--- config.mk ---
export PLATFORM = sky130hd
export DESIGN_NAME = lsu_mem_if
export DESIGN_NICKNAME = d
export VERILOG_FILES = /design/src/rtl/lsu_mem_if_pkg.sv /design/src/rtl/lsu_lane_extract.sv /design/src/rtl/lsu_mem_if.sv
export SDC_FILE = /design/constraint.sdc
export NUM_CORES = 1
export LEC_CHECK = 0
export BUFFER_PORTS_ARGS = -buffer_cell sky130_fd_sc_hd__buf_2
export CORE_ASPECT_RATIO = 1.1
export CORE_MARGIN = 4
export CORE_UTILIZATION = 50
export CTS_CLUSTER_SIZE = 40
export DETAILED_ROUTE_END_ITERATION = 6
export HOLD_SLACK_MARGIN = 0.12
export PLACE_DENSITY = 0.85
export SYNTH_ARGS = -nofsm -noshare
export SYNTH_HDL_FRONTEND = slang
export SYNTH_SLANG_ARGS = --single-unit
--- constraint.sdc ---
create_clock -name clk -period 4 [get_ports clk]
set_input_delay 0.6 -clock clk [delete_from_list [all_inputs] [get_ports clk]]
set_output_delay 0.6 -clock clk [all_outputs]
set_load 0.02 [all_outputs]
--- src/rtl/lsu_mem_if_pkg.sv ---
// rtl/lsu_mem_if_pkg.sv - shared encodings for the load/store memory interface
package lsu_mem_if_pkg;

    localparam logic [1:0] SZ_BYTE = 2'b00;
    localparam logic [1:0] SZ_HALF = 2'b01;
    localparam logic [1:0] SZ_WORD = 2'b10;

    typedef enum logic [1:0] {
        S_IDLE   = 2'd0,
        S_ACCESS = 2'd1,
        S_RESP   = 2'd2
    } state_t;

    // Reserved size or an access that straddles its natural alignment.
    function automatic logic req_is_err(input logic [1:0] size, input logic [1:0] off);
        case (size)
            SZ_BYTE: return 1'b0;
            SZ_HALF: return off[0];
            SZ_WORD: return (off != 2'b00);
            default: return 1'b1;
        endcase
    endfunction

endpackage

--- src/rtl/lsu_lane_extract.sv ---
// rtl/lsu_lane_extract.sv - selects the addressed lane(s) of a word and extends them
import lsu_mem_if_pkg::*;

module lsu_lane_extract (
    input  logic [31:0] word,
    input  logic [1:0]  offset,
    input  logic [1:0]  size,
    input  logic        is_unsigned,
    output logic [31:0] result
);

    logic [7:0]  lane_b;
    logic [15:0] lane_h;

    always_comb begin
        lane_b = word[7:0];
        case (offset)
            2'd0: lane_b = word[7:0];
            2'd1: lane_b = word[15:8];
            2'd2: lane_b = word[23:16];
            2'd3: lane_b = word[31:24];
            default: lane_b = word[7:0];
        endcase
        lane_h = offset[1] ? word[31:16] : word[15:0];
    end

    always_comb begin
        result = word;
        case (size)
            SZ_BYTE: result = is_unsigned ? {24'd0, lane_b} : {{24{lane_b[7]}}, lane_b};
            SZ_HALF: result = is_unsigned ? {16'd0, lane_h} : {{16{lane_h[15]}}, lane_h};
            default: result = word;
        endcase
    end

endmodule

--- src/rtl/lsu_mem_if.sv ---
// rtl/lsu_mem_if.sv - byte-addressed load/store requests to word-wide Memory ports
import lsu_mem_if_pkg::*;

module lsu_mem_if #(
    parameter int ADDR_W = 20,
    parameter int DATA_W = 32
) (
    input  logic                clk,
    input  logic                clr,
    input  logic                req_valid,
    output logic                req_ready,
    input  logic                req_we,
    input  logic [1:0]          req_size,
    input  logic                req_unsigned,
    input  logic [ADDR_W+1:0]   req_addr,
    input  logic [DATA_W-1:0]   req_wdata,
    output logic                resp_valid,
    output logic [DATA_W-1:0]   resp_rdata,
    output logic                resp_err,
    output logic                mem_str,
    output logic                mem_ld,
    output logic [3:0]          mem_sel,
    output logic [ADDR_W-1:0]   mem_addr,
    output logic [DATA_W-1:0]   mem_din,
    input  logic [DATA_W-1:0]   mem_dout
);

    state_t              state, next_state;
    logic                r_we;
    logic [1:0]          r_size;
    logic                r_uns;
    logic [ADDR_W+1:0]   r_addr;
    logic [DATA_W-1:0]   r_wdata;
    logic [DATA_W-1:0]   r_rdata;
    logic                r_err;
    logic [31:0]         ext_data;

    lsu_lane_extract u_extract (
        .word        (mem_dout),
        .offset      (r_addr[1:0]),
        .size        (r_size),
        .is_unsigned (r_uns),
        .result      (ext_data)
    );

    always_ff @(posedge clk) begin
        if (clr) state <= S_IDLE;
        else     state <= next_state;
    end

    always_ff @(posedge clk) begin
        if (clr) begin
            r_we    <= 1'b0;
            r_size  <= 2'b00;
            r_uns   <= 1'b0;
            r_addr  <= '0;
            r_wdata <= '0;
            r_rdata <= '0;
            r_err   <= 1'b0;
        end else begin
            case (state)
                S_IDLE: begin
                    if (req_valid) begin
                        r_we    <= req_we;
                        r_size  <= req_size;
                        r_uns   <= req_unsigned;
                        r_addr  <= req_addr;
                        r_wdata <= req_wdata;
                        r_rdata <= '0;
                        r_err   <= req_is_err(req_size, req_addr[1:0]);
                    end
                end
                S_ACCESS: begin
                    if (!r_we) r_rdata <= ext_data;
                end
                default: ;
            endcase
        end
    end

    always_comb begin
        next_state = state;
        req_ready  = 1'b0;
        resp_valid = 1'b0;
        resp_rdata = '0;
        resp_err   = 1'b0;
        mem_str    = 1'b0;
        mem_ld     = 1'b0;
        mem_sel    = 4'b0000;
        mem_addr   = '0;
        mem_din    = '0;
        case (state)
            S_IDLE: begin
                req_ready = 1'b1;
                if (req_valid)
                    next_state = req_is_err(req_size, req_addr[1:0]) ? S_RESP : S_ACCESS;
            end
            S_ACCESS: begin
                mem_addr = r_addr[ADDR_W+1:2];
                // Enables are gated so a reset cycle can never commit a store.
                mem_str  = r_we & ~clr;
                mem_ld   = ~r_we & ~clr;
                case (r_size)
                    SZ_BYTE: begin
                        mem_sel = 4'b0001 << r_addr[1:0];
                        mem_din = {4{r_wdata[7:0]}};
                    end
                    SZ_HALF: begin
                        mem_sel = r_addr[1] ? 4'b1100 : 4'b0011;
                        mem_din = {2{r_wdata[15:0]}};
                    end
                    default: begin
                        mem_sel = 4'b1111;
                        mem_din = r_wdata;
                    end
                endcase
                next_state = S_RESP;
            end
            S_RESP: begin
                resp_valid = 1'b1;
                resp_rdata = r_rdata;
                resp_err   = r_err;
                next_state = S_IDLE;
            end
            default: next_state = S_IDLE;
        endcase
    end

endmodule

; Word-level counts from Yosys, hierarchy flattened
; Index checks and enable logic that the tools add are counted.
[word_totals]
reg_bits = 93
inputBits = 93
wordCells = 57
[classes]
n_eq_ne = 10
shifts = 1
n_mux = 26
bitwise_logic = 4
n_reduce_logical = 8
[op_table]
columns = op, n
row1 = 2-to-1 mux 32 bit, 6
row2 = case mux 32 bit (2 select lines), 3
row3 = case mux 8 bit (4 select lines), 1
row4 = 2-to-1 mux 20 bit, 1
row5 = 2-to-1 mux 16 bit, 1
row6 = "equality test 2 x 1 -> 1 bit, second input constant", 4
row7 = "equality test 2 bit, second input constant", 4
row8 = logical NOT 2 bit, 4
row9 = 2-to-1 mux 4 bit, 2
row10 = case mux 4 bit (2 select lines), 1
row11 = 2-to-1 mux 1 bit, 7
row12 = 2-to-1 mux 2 bit, 2
row13 = "inequality test 2 bit, second input constant", 2
row14 = case mux 2 bit (2 select lines), 1
row15 = nonzero test 2 bit, 2
row16 = "left shift 1 x 2 -> 4 bit, first input constant", 1
row17 = case mux 1 bit (3 select lines), 1
row18 = AND reduction 3 bit, 1
row19 = AND 1 bit, 2
row20 = NOT 1 bit, 2
row21 = AND reduction 2 bit, 1

; Depth between registers and ports, before layout
[depth]
ltp_word = 7
ltp_mapped = 8

; Hierarchy
; Synthesis repeated with hierarchy kept, for this count alone.
[unflattened]
cells_unflattened = 640
area_unflattened_um2 = 5056.1
[modules_own_cells]
columns = module, n_inst, cells_each, area_each_um2
row1 = lsu_mem_if, 1, 507, 4072.7
row2 = lsu_lane_extract, 1, 133, 983.4

; Worst setup path before layout
; OpenSTA, ideal clock, no wires.
[synth_timing]
path_kind = register to output
startpoint = reg r_size[1]
endpoint = out mem_din[26]
t_arrival_ns = 1.425
t_required_ns = 3.400
slack_ns = 1.975
stages_incl_launch_ff = 6
path_buffers = 3
path_cell_list = dfxtp_1 buf_2 buf_2 buf_1 a21oi_1 nor2_1
[synth_via]
elab_chain_len = 3
elab_cells_between_ends = 4
[synth_rtl]
columns = item, line_no
row1 = start: declaration, lsu_mem_if.sv:30  ; logic [1:0] r_size;
row2 = start signal: assignment, lsu_mem_if.sv:65  ; r_size <= req_size;
row3 = equality test 2 x 1 -> 1 bit / logical NOT 2 bit (equally long branches), lsu_mem_if.sv:103  ; case (r_size)
row4 = case mux 32 bit (2 select lines) (*), lsu_mem_if.sv:103
row5 = 2-to-1 mux 32 bit (*), lsu_mem_if.sv:92  ; case (state)
row6 = end: declaration, lsu_mem_if.sv:24  ; output logic [DATA_W-1:0] mem_din,
; Every way passes the cells marked *; elsewhere a longest branch is shown, timed or not.

; Worst setup path after layout
[layout_timing]
startpoint = reg r_size[0]
endpoint = out mem_sel[2]
[layout_via]
elab_chain_len = 3
elab_cells_between_ends = 4
[layout_rtl]
columns = item, line_no
row1 = equality test 2 x 1 -> 1 bit / logical NOT 2 bit (equally long branches), lsu_mem_if.sv:103
row2 = case mux 4 bit (2 select lines) (*), lsu_mem_if.sv:103
row3 = 2-to-1 mux 4 bit (*), lsu_mem_if.sv:92
row4 = end: declaration, lsu_mem_if.sv:22  ; output logic [3:0] mem_sel,
; Marks and branches as above.

==> metrics.csv <==
stage;metric;value;unit
outcome;status;finished, final reports clean;
floorplanning;die_w;100;µm
sta;worst_pin_slew;1250;ps
drt;drcViolationCount;0;
sta;clock_skew;12.5;ps
power;p_per_area;369;nW/µm²
clock_network;ctsRootBufferMaster;clkbuf_8;
floorplanning;ios;186;
clock_network;clk_latency;360;ps
min_path;min_path_cells;2;
worst_setup_path;timing_worst_setup_path_type;flip-flop to primary output;
sta;timing.fmax;351;MHz
synthesis;yosysTopAreaCell;dfxtp_1;
worst_setup_path;startpoint_type;flip-flop;
worst_setup_path;crit_fanout;24;
synthesis;yosys_warnings;0;
worst_setup_path;r2r-end;r_rdata[14];
flow_run;maxCapViolCount;0;
worst_setup_path;crit_arrival;2250;ps
synthesis;synth_edf_count;0;
synthesis;async_reset_ff_frac;0;
power;peakVddDrop;0.000248;V
worst_setup_path;crit_path_end;mem_sel[2];
min_path;hold_path_class;flip-flop to flip-flop;
synthesis;synth_seq_cells;93;
drt;dr.first_iter.drc_count;262;
clock_network;cts_tree;built;
sta;relSlewSlack;0.168;
floorplanning;die_y;110;µm
floorplanning;initial_core_util;0.522;
sta;finalSetupViolations;0;
global_routing;grt_pass1_vias;4497;
synthesis;synthXorXnorAreaFrac;0;
clock_network;clockBufferDepth;2;
drt;drt_wl_total;14100;µm
power;p_leak;2.71;nW
sta;maxSlewViolCount;0;
floorplanning;rows;36;
global_routing;grt_pass1_wl;21800;µm
synthesis;synth_top_family_by_area;simple AND/OR/NAND/NOR gates;
clock_network;numCtsBuffers;9;
synthesis;synth_top_flop_cell;dfxtp_1;
synthesis;synth.most_common_cell;nand2_1;
synthesis;synth_fa_ha_area_frac;0;
worst_setup_path;reg2reg_slack;1730;ps
synthesis;synthTopCellsByArea;dfxtp_1 (40%), nand2_1 (11%), a21oi_1 (11%);
synthesis;syn_area;4700;µm²
clock_network;clock_sinks;93;
synthesis;synth.avg_cell_area;7.65;µm²
floorplanning;coreArea;9010;µm²
power;p_total;2.14;mW
finish;nNetsFinal;853;
synthesis;yosys-top-cells-count;nand2_1 (143), a21oi_1 (104), dfxtp_1 (93);
finish;area_growth;23.1;%
synthesis;synth_top_area_frac;0.396;
global_routing;grt_usage;0.247;
placement;gp_congestion;0.906;
sta;min_period;2850;ps
sta;hold_viol;0;
drt;ant_nets;0;
synthesis;synth-compound-area-share;0.237;
global_routing;overflow;0;
floorplanning;die_area;11000;µm²
synthesis;ys_types;38;
global_routing;grt_max_degree;67;
worst_setup_path;crit_required;3400;ps
worst_setup_path;crit_start;r_size[0];
synthesis;syn_nets;708;
sta;holdWs;455;ps
synthesis;ys_seq_area_frac;0.396;
synthesis;synth_mux_area_frac;0.0396;
drt;vias;4900;
clock_network;cts_setup_buffers;0;
placement;dpl.hpwl;10100;µm
finish;drive_above_1_share;0.282;
worst_setup_path;ff2ff_path_depth;4;
worst_setup_path;end_kind;primary output;
clock_network;cts_resized;0;
sta;finalSetupTns;0;ps
drt;first_pass_iters;6;
drt;via_per_inst;5.57;
placement;portBuffers;185;
synthesis;yosys.area_share.simple;0.262;
global_routing;antenna_found_initial;2;
clock_network;clkTransAtPathRegs;90;ps
worst_setup_path;reg2reg_from;r_size[0];
clock_network;holdBufCountCts;0;
sta;fin_crit_sh;0.711;
clock_network;htree_num_levels;3;
sta;rsz0062_at_grt;false;
drt;wl_per_cell;16.0;µm
synthesis;postSynthCellCount;615;
logic make-up after synthesis:
family,count (synthesis)
and+or+nand+nor,265
AOI/OAI and AO/OA,174
DFF,93
buffers and inverters,65
muxes,18
layer usage:
layer  GRT usage  vias up  wire length (µm)
li1            -     2378                 -
met1       0.311     2247              5410
met2       0.414      255              6880
met3      0.0666       18              1550
met4      0.0770        2               247
met5           0        -                12
worst max-delay path, stage by stage (launching register included):
cell	delay, ps
dfxtp_1	960
nand2b_1	470
a21oi_1	130
nor2_1	130
buf_2	200
report_power, final:
group	switching, mW	internal (mW)
Clock	0.329	0.432
Sequential	0.0452	0.975
Combinational	0.217	0.138
Total	0.592	1.55
metrics by stage:
stage | instances | worst slack, ps | utilization | cell area, µm²
finish | 880 | 1150 | 0.642 | 5790
global route | 880 | 990 | 0.642 | 5790
CTS | 879 | 1170 | 0.642 | 5780
detailed placement | 863 | 1570 | 0.615 | 5540
global placement | 863 | 1620 | 0.615 | 5540
floorplan | 615 | 1980 | - | 4700
layout make-up:
type	count	area (µm²)
Fill cell	824	3220
Sequential cell	93	1860
Clock inverter	4	95.1
Timing Repair Buffer	190	963
Inverter	9	33.8
Antenna cell	1	2.50
Multi-Input combinational cell	457	2540
Clock buffer	12	145
Tap cell	114	143
worst min path at each step:
stage	start	end	slack, ps
after detailed placement	r_addr[4]	r_addr[4]	440
final	r_addr[4]	r_addr[4]	460
after global placement	r_rdata[22]	r_rdata[22]	440
after global routing	req_addr[16]	r_addr[16]	460
after floorplan	r_rdata[10]	r_rdata[10]	420
after CTS	r_addr[4]	r_addr[4]	450
placed cells by master, fill, tap and decap left out, types with 2 or more instances in the layout:
cell and n:
nor2b_1 7, o2bb2ai_1 22, a222oi_1 7, bufinv_16 3, a21o_1 8, or2_2 2, nor3b_1 2, clkbuf_8 10
buf_2 185, and2b_1 3, buf_4 5, nand2b_1 6, nor3_1 3, a221oi_1 9, and2_1 61, nor2_1 31
mux2i_1 16, inv_1 8, dfxtp_1 92, o22ai_1 7, a22o_1 10, clkbuf_1 2, a22oi_1 2, nand2_1 142
a21oi_1 104
state kept, by name, summed over array words and instances (netlist names):
signal,cells
state,2
r_size,2
r_rdata,32
r_we,1
r_wdata,32
r_uns,1
r_err,1
r_addr,22
(Power assumes the default switching activity.)
